<file path="config.mk">
export PLATFORM = sky130hd
export DESIGN_NAME = multicycle_sequencer
export DESIGN_NICKNAME = d
export VERILOG_FILES = /design/src/rtl/multicycle_sequencer.sv
export SDC_FILE = /design/constraint.sdc
export NUM_CORES = 1
export LEC_CHECK = 0
export BUFFER_PORTS_ARGS = -buffer_cell sky130_fd_sc_hd__buf_2
export CELL_PAD_IN_SITES_DETAIL_PLACEMENT = 0
export CELL_PAD_IN_SITES_GLOBAL_PLACEMENT = 1
export CORE_AREA = 4 4 48 50
export DETAILED_ROUTE_END_ITERATION = 6
export DIE_AREA = 0 0 52 54
export GPL_TIMING_DRIVEN = 0
export PLACE_DENSITY = 0.79
export SLEW_MARGIN = 5
export SYNTH_ARGS = -nofsm -noshare
export SYNTH_HDL_FRONTEND = slang
export SYNTH_SLANG_ARGS = --single-unit
</file>
<file path="constraint.sdc">
create_clock -name clk -period 1.51 [get_ports clk]
set_input_delay 0.302 -clock clk [delete_from_list [all_inputs] [get_ports clk]]
set_output_delay 0.302 -clock clk [all_outputs]
set_load 0.05 [all_outputs]
</file>
<file path="src/rtl/multicycle_sequencer.sv">
`default_nettype none
// +----------------------------------------------------------------------------+
// | Module   : multicycle_sequencer                                            |
// | Purpose  : FETCH/DECODE/EXEC/MEM/WB control FSM for the 16-bit MIPS        |
// |            multi-cycle datapath. MEM_HANDSHAKE_EN enables mem_ready waits  |
// |            with a bounded wait counter and a sticky mem_err flag.          |
// | Revision : 1.0  initial release                                            |
// +----------------------------------------------------------------------------+
module multicycle_sequencer #(
    parameter int WAIT_MAX = 15
) (
    input  logic       clk,
    input  logic       reset,
    input  logic [2:0] opcode,
    input  logic       alu_zero,
    input  logic       mem_ready,
    output logic       pc_write,
    output logic [1:0] pc_src,
    output logic       ir_write,
    output logic       i_or_d,
    output logic       mem_read,
    output logic       mem_write,
    output logic [1:0] reg_dst,
    output logic [1:0] mem_to_reg,
    output logic [1:0] alu_op,
    output logic       alu_src,
    output logic       sign_or_zero,
    output logic       reg_write,
    output logic       instr_done,
    output logic       mem_err,
    output logic [2:0] state
);

    typedef enum logic [2:0] {
        S_FETCH  = 3'd0,
        S_DECODE = 3'd1,
        S_EXEC   = 3'd2,
        S_MEM    = 3'd3,
        S_WB     = 3'd4
    } state_t;

    localparam logic [2:0] c_OP_ADD  = 3'b000;
    localparam logic [2:0] c_OP_SLI  = 3'b001;
    localparam logic [2:0] c_OP_J    = 3'b010;
    localparam logic [2:0] c_OP_JAL  = 3'b011;
    localparam logic [2:0] c_OP_LW   = 3'b100;
    localparam logic [2:0] c_OP_SW   = 3'b101;
    localparam logic [2:0] c_OP_BEQ  = 3'b110;
    localparam logic [2:0] c_OP_ADDI = 3'b111;

    state_t r_state;
    state_t w_state_next;
    logic   w_ready;
    logic   w_timeout;

`ifdef MEM_HANDSHAKE_EN
    logic [3:0] r_wait;
    logic       r_mem_err;
    logic       w_mem_state;

    assign w_ready     = mem_ready;
    assign w_mem_state = (r_state == S_FETCH) || (r_state == S_MEM);
    // Abandon the access on the cycle whose missed ready would bring the count to WAIT_MAX
    assign w_timeout   = w_mem_state && !mem_ready && (r_wait == 4'(WAIT_MAX - 1));

    always_ff @(posedge clk) begin
        if (!reset) begin
            r_wait    <= 4'd0;
            r_mem_err <= 1'b0;
        end else begin
            if (w_timeout) begin
                r_mem_err <= 1'b1;
            end
            if ((w_state_next != r_state) || w_timeout) begin
                r_wait <= 4'd0;
            end else if (w_mem_state && !mem_ready) begin
                r_wait <= r_wait + 4'd1;
            end
        end
    end

    assign mem_err = r_mem_err;
`else
    logic w_unused_ready;

    assign w_unused_ready = mem_ready;
    assign w_ready        = 1'b1;
    assign w_timeout      = 1'b0;
    assign mem_err        = 1'b0;
`endif

    always_ff @(posedge clk) begin
        if (!reset) begin
            r_state <= S_FETCH;
        end else begin
            r_state <= w_state_next;
        end
    end

    assign state = r_state;

    always_comb begin
        w_state_next = r_state;
        pc_write     = 1'b0;
        pc_src       = 2'b00;
        ir_write     = 1'b0;
        i_or_d       = 1'b0;
        mem_read     = 1'b0;
        mem_write    = 1'b0;
        reg_dst      = 2'b00;
        mem_to_reg   = 2'b00;
        alu_op       = 2'b00;
        alu_src      = 1'b0;
        sign_or_zero = 1'b1;
        reg_write    = 1'b0;
        instr_done   = 1'b0;

        // Strobes stay quiet while reset is held so an aborted access never completes
        if (reset) begin
            case (r_state)
                S_FETCH: begin
                    mem_read = 1'b1;
                    if (w_timeout) begin
                        w_state_next = S_FETCH;
                    end else if (w_ready) begin
                        ir_write     = 1'b1;
                        pc_write     = 1'b1;
                        w_state_next = S_DECODE;
                    end
                end
                S_DECODE: begin
                    if (opcode == c_OP_J) begin
                        pc_write     = 1'b1;
                        pc_src       = 2'b10;
                        instr_done   = 1'b1;
                        w_state_next = S_FETCH;
                    end else if (opcode == c_OP_JAL) begin
                        w_state_next = S_WB;
                    end else begin
                        w_state_next = S_EXEC;
                    end
                end
                S_EXEC: begin
                    case (opcode)
                        c_OP_ADD: begin
                            w_state_next = S_WB;
                        end
                        c_OP_SLI: begin
                            alu_op       = 2'b10;
                            alu_src      = 1'b1;
                            sign_or_zero = 1'b0;
                            w_state_next = S_WB;
                        end
                        c_OP_ADDI: begin
                            alu_op       = 2'b11;
                            alu_src      = 1'b1;
                            w_state_next = S_WB;
                        end
                        c_OP_LW, c_OP_SW: begin
                            alu_op       = 2'b11;
                            alu_src      = 1'b1;
                            w_state_next = S_MEM;
                        end
                        c_OP_BEQ: begin
                            alu_op       = 2'b01;
                            pc_write     = alu_zero;
                            pc_src       = 2'b01;
                            instr_done   = 1'b1;
                            w_state_next = S_FETCH;
                        end
                        default: begin
                            w_state_next = S_FETCH;
                        end
                    endcase
                end
                S_MEM: begin
                    i_or_d  = 1'b1;
                    alu_op  = 2'b11;
                    alu_src = 1'b1;
                    if (opcode == c_OP_LW) begin
                        mem_read = 1'b1;
                    end else if (opcode == c_OP_SW) begin
                        mem_write = 1'b1;
                    end
                    if (w_timeout) begin
                        w_state_next = S_FETCH;
                    end else if (w_ready) begin
                        if (opcode == c_OP_LW) begin
                            w_state_next = S_WB;
                        end else begin
                            instr_done   = (opcode == c_OP_SW);
                            w_state_next = S_FETCH;
                        end
                    end
                end
                S_WB: begin
                    reg_write    = 1'b1;
                    instr_done   = 1'b1;
                    w_state_next = S_FETCH;
                    case (opcode)
                        c_OP_ADD: begin
                            reg_dst = 2'b01;
                        end
                        c_OP_LW: begin
                            mem_to_reg = 2'b01;
                        end
                        c_OP_JAL: begin
                            reg_dst    = 2'b10;
                            mem_to_reg = 2'b10;
                            pc_write   = 1'b1;
                            pc_src     = 2'b10;
                        end
                        default: begin
                            reg_dst    = 2'b00;
                            mem_to_reg = 2'b00;
                        end
                    endcase
                end
                default: begin
                    w_state_next = S_FETCH;
                end
            endcase
        end
    end

endmodule
`default_nettype wire

</file>
== After elaboration in Yosys (flattened, before gate mapping) ==
Index checks and enable logic that the tools add are counted.

* Equal/unequal tests: 11
* Muxes and demuxes: 47
* Reduce and logical (&&, ||, !) cells: 6

{| class="wikitable"
|+ Operators with widths
! cell !! number
|-
| $mux 1 || 25
|-
| $mux 2 || 8
|-
| $eq 3x3->1 const B || 5
|-
| $eq 3x2->1 const B || 4
|-
| $pmux 2 s2 || 3
|-
| $pmux 2 s3 || 2
|-
| $pmux 3 s4 || 1
|-
| $mux 3 || 3
|-
| $pmux 1 s4 || 2
|-
| $eq 3x1->1 const B || 2
|-
| $logic_not 3->1 || 2
|-
| $pmux 3 s2 || 1
|-
| $reduce_or 3->1 || 2
|-
| $pmux 1 s2 || 2
|-
| $reduce_or 4->1 || 1
|-
| $reduce_or 2->1 || 1
|}

* Flip-flop bits (word level): 3
* Word-level logic and storage cells: 65

== Depth between registers and ports, before layout ==
* Word-level depth: 5
* Mapped depth: 5
* Depth with buffers taken out: 3

== Least setup slack after synthesis ==
Ideal clock, no wire load.

* Path kind: register to output
* Start: register r_state[2], in the netlist state[2]
* End: output reg_dst[0]
* Data arrival time: 2520 ps
* Slack: -1312 ps
* Cell stages (with the launch flop): 4
* Buffers on the path: 1
* Path through: dfxtp_1 > buf_4 > nand4_1 > nor4_1

* Cells in the longest elaborated chain, start to end: 3

{| class="wikitable"
|+ Ends and longest elaborated chain
! element !! line !! text
|-
| start: declaration || 51 || <nowiki>state_t r_state;</nowiki>
|-
| start signal: assignment || 96 || <nowiki>r_state <= w_state_next;</nowiki>
|-
| $eq 3x3->1 || 120 || <nowiki>case (r_state)</nowiki>
|-
| $mux 2 || 120 ||
|-
| $mux 2 || 119 || <nowiki>if (reset) begin</nowiki>
|-
| end: declaration || 23 || <nowiki>output logic [1:0] reg_dst,</nowiki>
|}

Every way passes these cells.

== Final worst setup path ==
* Start: register r_state[0], in the netlist state[0]
* End: output instr_done

* Cells in the longest elaborated chain, start to end: 3
* Elaborated cells between the ends (all ways): 6
* Those cells by class: eq/ne (4); mux (2)

{| class="wikitable"
|+ Ends and longest elaborated chain
! element !! line !! text
|-
| $eq 3x3->1 (tied with other cells) || 120 ||
|-
| $pmux 1 s4 * || 120 ||
|-
| $mux 1 * || 119 ||
|-
| end: declaration || 29 || <nowiki>output logic instr_done,</nowiki>
|}

Every way passes the cells marked *; elsewhere a longest branch is shown, timed or not.

==> implementation parameters <==
Parameter                              Value

Outcome
  Run status    finished, violations left
  Violated checks    setup timing

Clock tree
  Root buffer cell    clkbuf_4
  Max Root-Sink Buffers    2
  Number of buffers added by the clock tree synthesis step    3
  Clock tree sinks    3
  Count of hold buffers inserted by post-cts repair    0
  TritonCTS clock tree    built
  Htree depth    1
  Clock slew at reported path FFs    about 40 ps
  Latest clock arrival within the worst-skew pair    260 ps

Pwr
  Power Density    577 nW/µm²
  Leakage power figure    around 0.52 nW
  Worst vdd ir    0.000366 V
  Total power consumption of the routed design    between 0.7 and 0.8 mW

Synthesis
  Fraction of the yosys area taken by sequential cells    11.9%
  Post-Synth Simple-Gate Area    51.2%
  Async SR Flop Fraction    0%
  Largest family of logic cells by synthesized area    simple AND/OR/NAND/NOR gates
  EDFF count, synth    0
  Fraction of the mapped netlist area in adder cells    0%
  Fraction of synthesized area in multiplexers    1.98%
  Yosys Warn Count    0
  Main flop type after synthesis    dfxtp_1
  Post-synthesis net count    80
  Mapped cell area    between 500 and 600 µm²
  Parity-gate share of the synthesized area counting xor and xnor cells    1.73%
  Count of cell types in the netlist    35
  Post-Syn Area per Cell    roughly 6.9 µm²
  Post-synthesis instance total    73
  Post-synthesis compound-gate area fraction    20.3%
  Flip-flop and latch count after synthesis    3

Global route
  Total grt overflow    0
  Pin count of the biggest net entering global routing    11
  Via count of the first global-routing pass    744
  Antenna violations before repair    0
  Global-route wire length before repair    about 3.6 mm
  Gr usage total    17.6%

Floorplan
  Number of rows created at floorplan    16
  Y dimension of the die    between 50 and 60 µm
  Area of the core    1900 µm²
  Area enclosed by the die boundary    2810 µm²
  Count of boundary I/O pins    28
  Initial Util    26.6%
  Horizontal die dimension    52 µm

Detailed routing
  Via-per-instance ratio    5.00
  Wire length per cell    15.3 µm
  DR DRC count    0
  Total Routed Length    2.17 mm
  First-iteration detailed-routing DRC count    17
  Number of optimization iterations in the first detailed-route pass    4
  Via total after detailed routing    roughly 700
  Routed Antenna Nets    0

STA
  Aggregate negative setup slack    -2010 ps
  Final Critical Period    1760 ps
  Post-Route Skew    8.81 ps
  Hold Violations, Final    0
  Unrepaired setup endpoints after global routing    true
  Timing-limited maximum frequency    570 MHz
  Final worst setup slack    -245 ps
  Share of the clock period used by the worst path    116%
  Max-slew violations    0
  Total setup violations reported at the end of the flow    17

Placement
  I/O Buffers    25
  Pre-CTS setup slack    -483 ps
  Routability cong.    0.765
  DPL Wire Length    ~1.3 mm
  Post-Place Cell Area    ~820 µm²
  Dpl cells    125

Cells and area
  Number of flip-flops under the largest register name    3
  Layout net count    roughly 120
  Most used cells in the layout excluding fill and tap cells    15 x buf_6, 11 x buf_4, 9 x buf_8, 9 x buf_2
  Number of non-filler instances in the completed layout    142
  Count of inserted antenna diode cells    0
  Area growth from synthesis to final layout    148%
  Total non-filler cell area in the finished layout    1250 µm²
  Share of final-layout standard cells stronger than drive strength 1    76.5%
  Most frequent standard cell in the layout excluding fill and tap cells    buf_6

Job
  Max-cap viol count    0

Setup path
  Worst setup EP type    output port
  Req. time, crit path    1210 ps
  Worst Path Class, Setup    register to output port
  Worst Path Max Fanout    6
  Critical Path Source Type    register
  Arrival @ worst endpoint    1450 ps

Min path
  Class of the worst hold path    input port to register
==> cell type report <==
| cell class | instances | area (µm²) |
|---|---|---|
| Sequential cell | 3 | 71.3 |
| Fill cell | 164 | 648 |
| Tap cell | 27 | 33.8 |
| Buffer | 6 | 61.3 |
| Clock buffer | 4 | 26.3 |
| Inverter | 4 | 25.0 |
| Multi-Input combinational cell | 58 | 631 |
| Timing Repair Buffer | 40 | 405 |
==> per-layer routing <==
metal	up-vias	routed length, µm	part of all wire (%)	GRT usage (%)
met3	7	99	4.6	4.16
met2	28	1140	53	31.2
met5	-	0	0	0
li1	346	-	-	-
met4	0	61	2.8	5.24
met1	329	867	40	21.0
==> cells by family (layout without fill, tap and decap cells) <==
group	count (synthesis)	in the layout
buffers and inverters	12	54
other	1	1
muxes	1	1
AOI/OAI and AO/OA	14	14
and+or+nand+nor	41	41
xor gates and xnor gates	1	1
DFF	3	3
==> worst max-delay path, stage by stage, from the launching register on <==
cell and delay [ps]:
dfxtp_4 360, or3b_4 390, a21oi_4 130, o311a_4 180
buf_8 140
==> timing repair <==
action / in CTS / in global routing
pin swaps: 11 / 7
resized for setup: 64 / 18
setup buffers: 13 / 2
setup endpoints to repair: 17 / 17
gates cloned: 1 / 0
endpoints found under the hold margin: 0 / 0
==> per-stage QoR <==
step	hold WS, ps	util (%)
final	427	65.9
after detailed placement	580	43.2
after global placement	574	43.2
after floorplan	502	-
after CTS	418	61.3
after global routing	459	65.9
==> final timing paths <==
path                                           from                  end  slack [ps]  depth (start not counted)
worst max-delay path            state[0]$_SDFF_PN0_           instr_done        -250                          4
worst min-delay path                      opcode[2]  state[2]$_SDFF_PN0_         430                          4
worst max register to register  state[0]$_SDFF_PN0_  state[2]$_SDFF_PN0_         400                          4
worst min register to register  state[0]$_SDFF_PN0_  state[0]$_SDFF_PN0_         690                          2
==> power breakdown <==
group | internal (mW) | leakage, nW | switching [mW] | total (mW)
combinational | 0.194 | 0.478 | 0.270 | 0.464
clock | 0.100 | 0.0150 | 0.0602 | 0.160
sequential | 0.0866 | 0.0267 | 0.0134 | 0.100
==> cells in the mapped netlist, types with 3 or more instances <==
master	n	area [µm²]
nor2_1	6	22.5
nand2b_1	6	37.5
nor4_1	3	18.8
dfxtp_1	3	60.1
nor3_1	5	25.0
nor2b_1	5	31.3
buf_4	3	22.5
a21oi_1	4	20.0
buf_2	4	20.0
(Power assumes the default switching activity.)
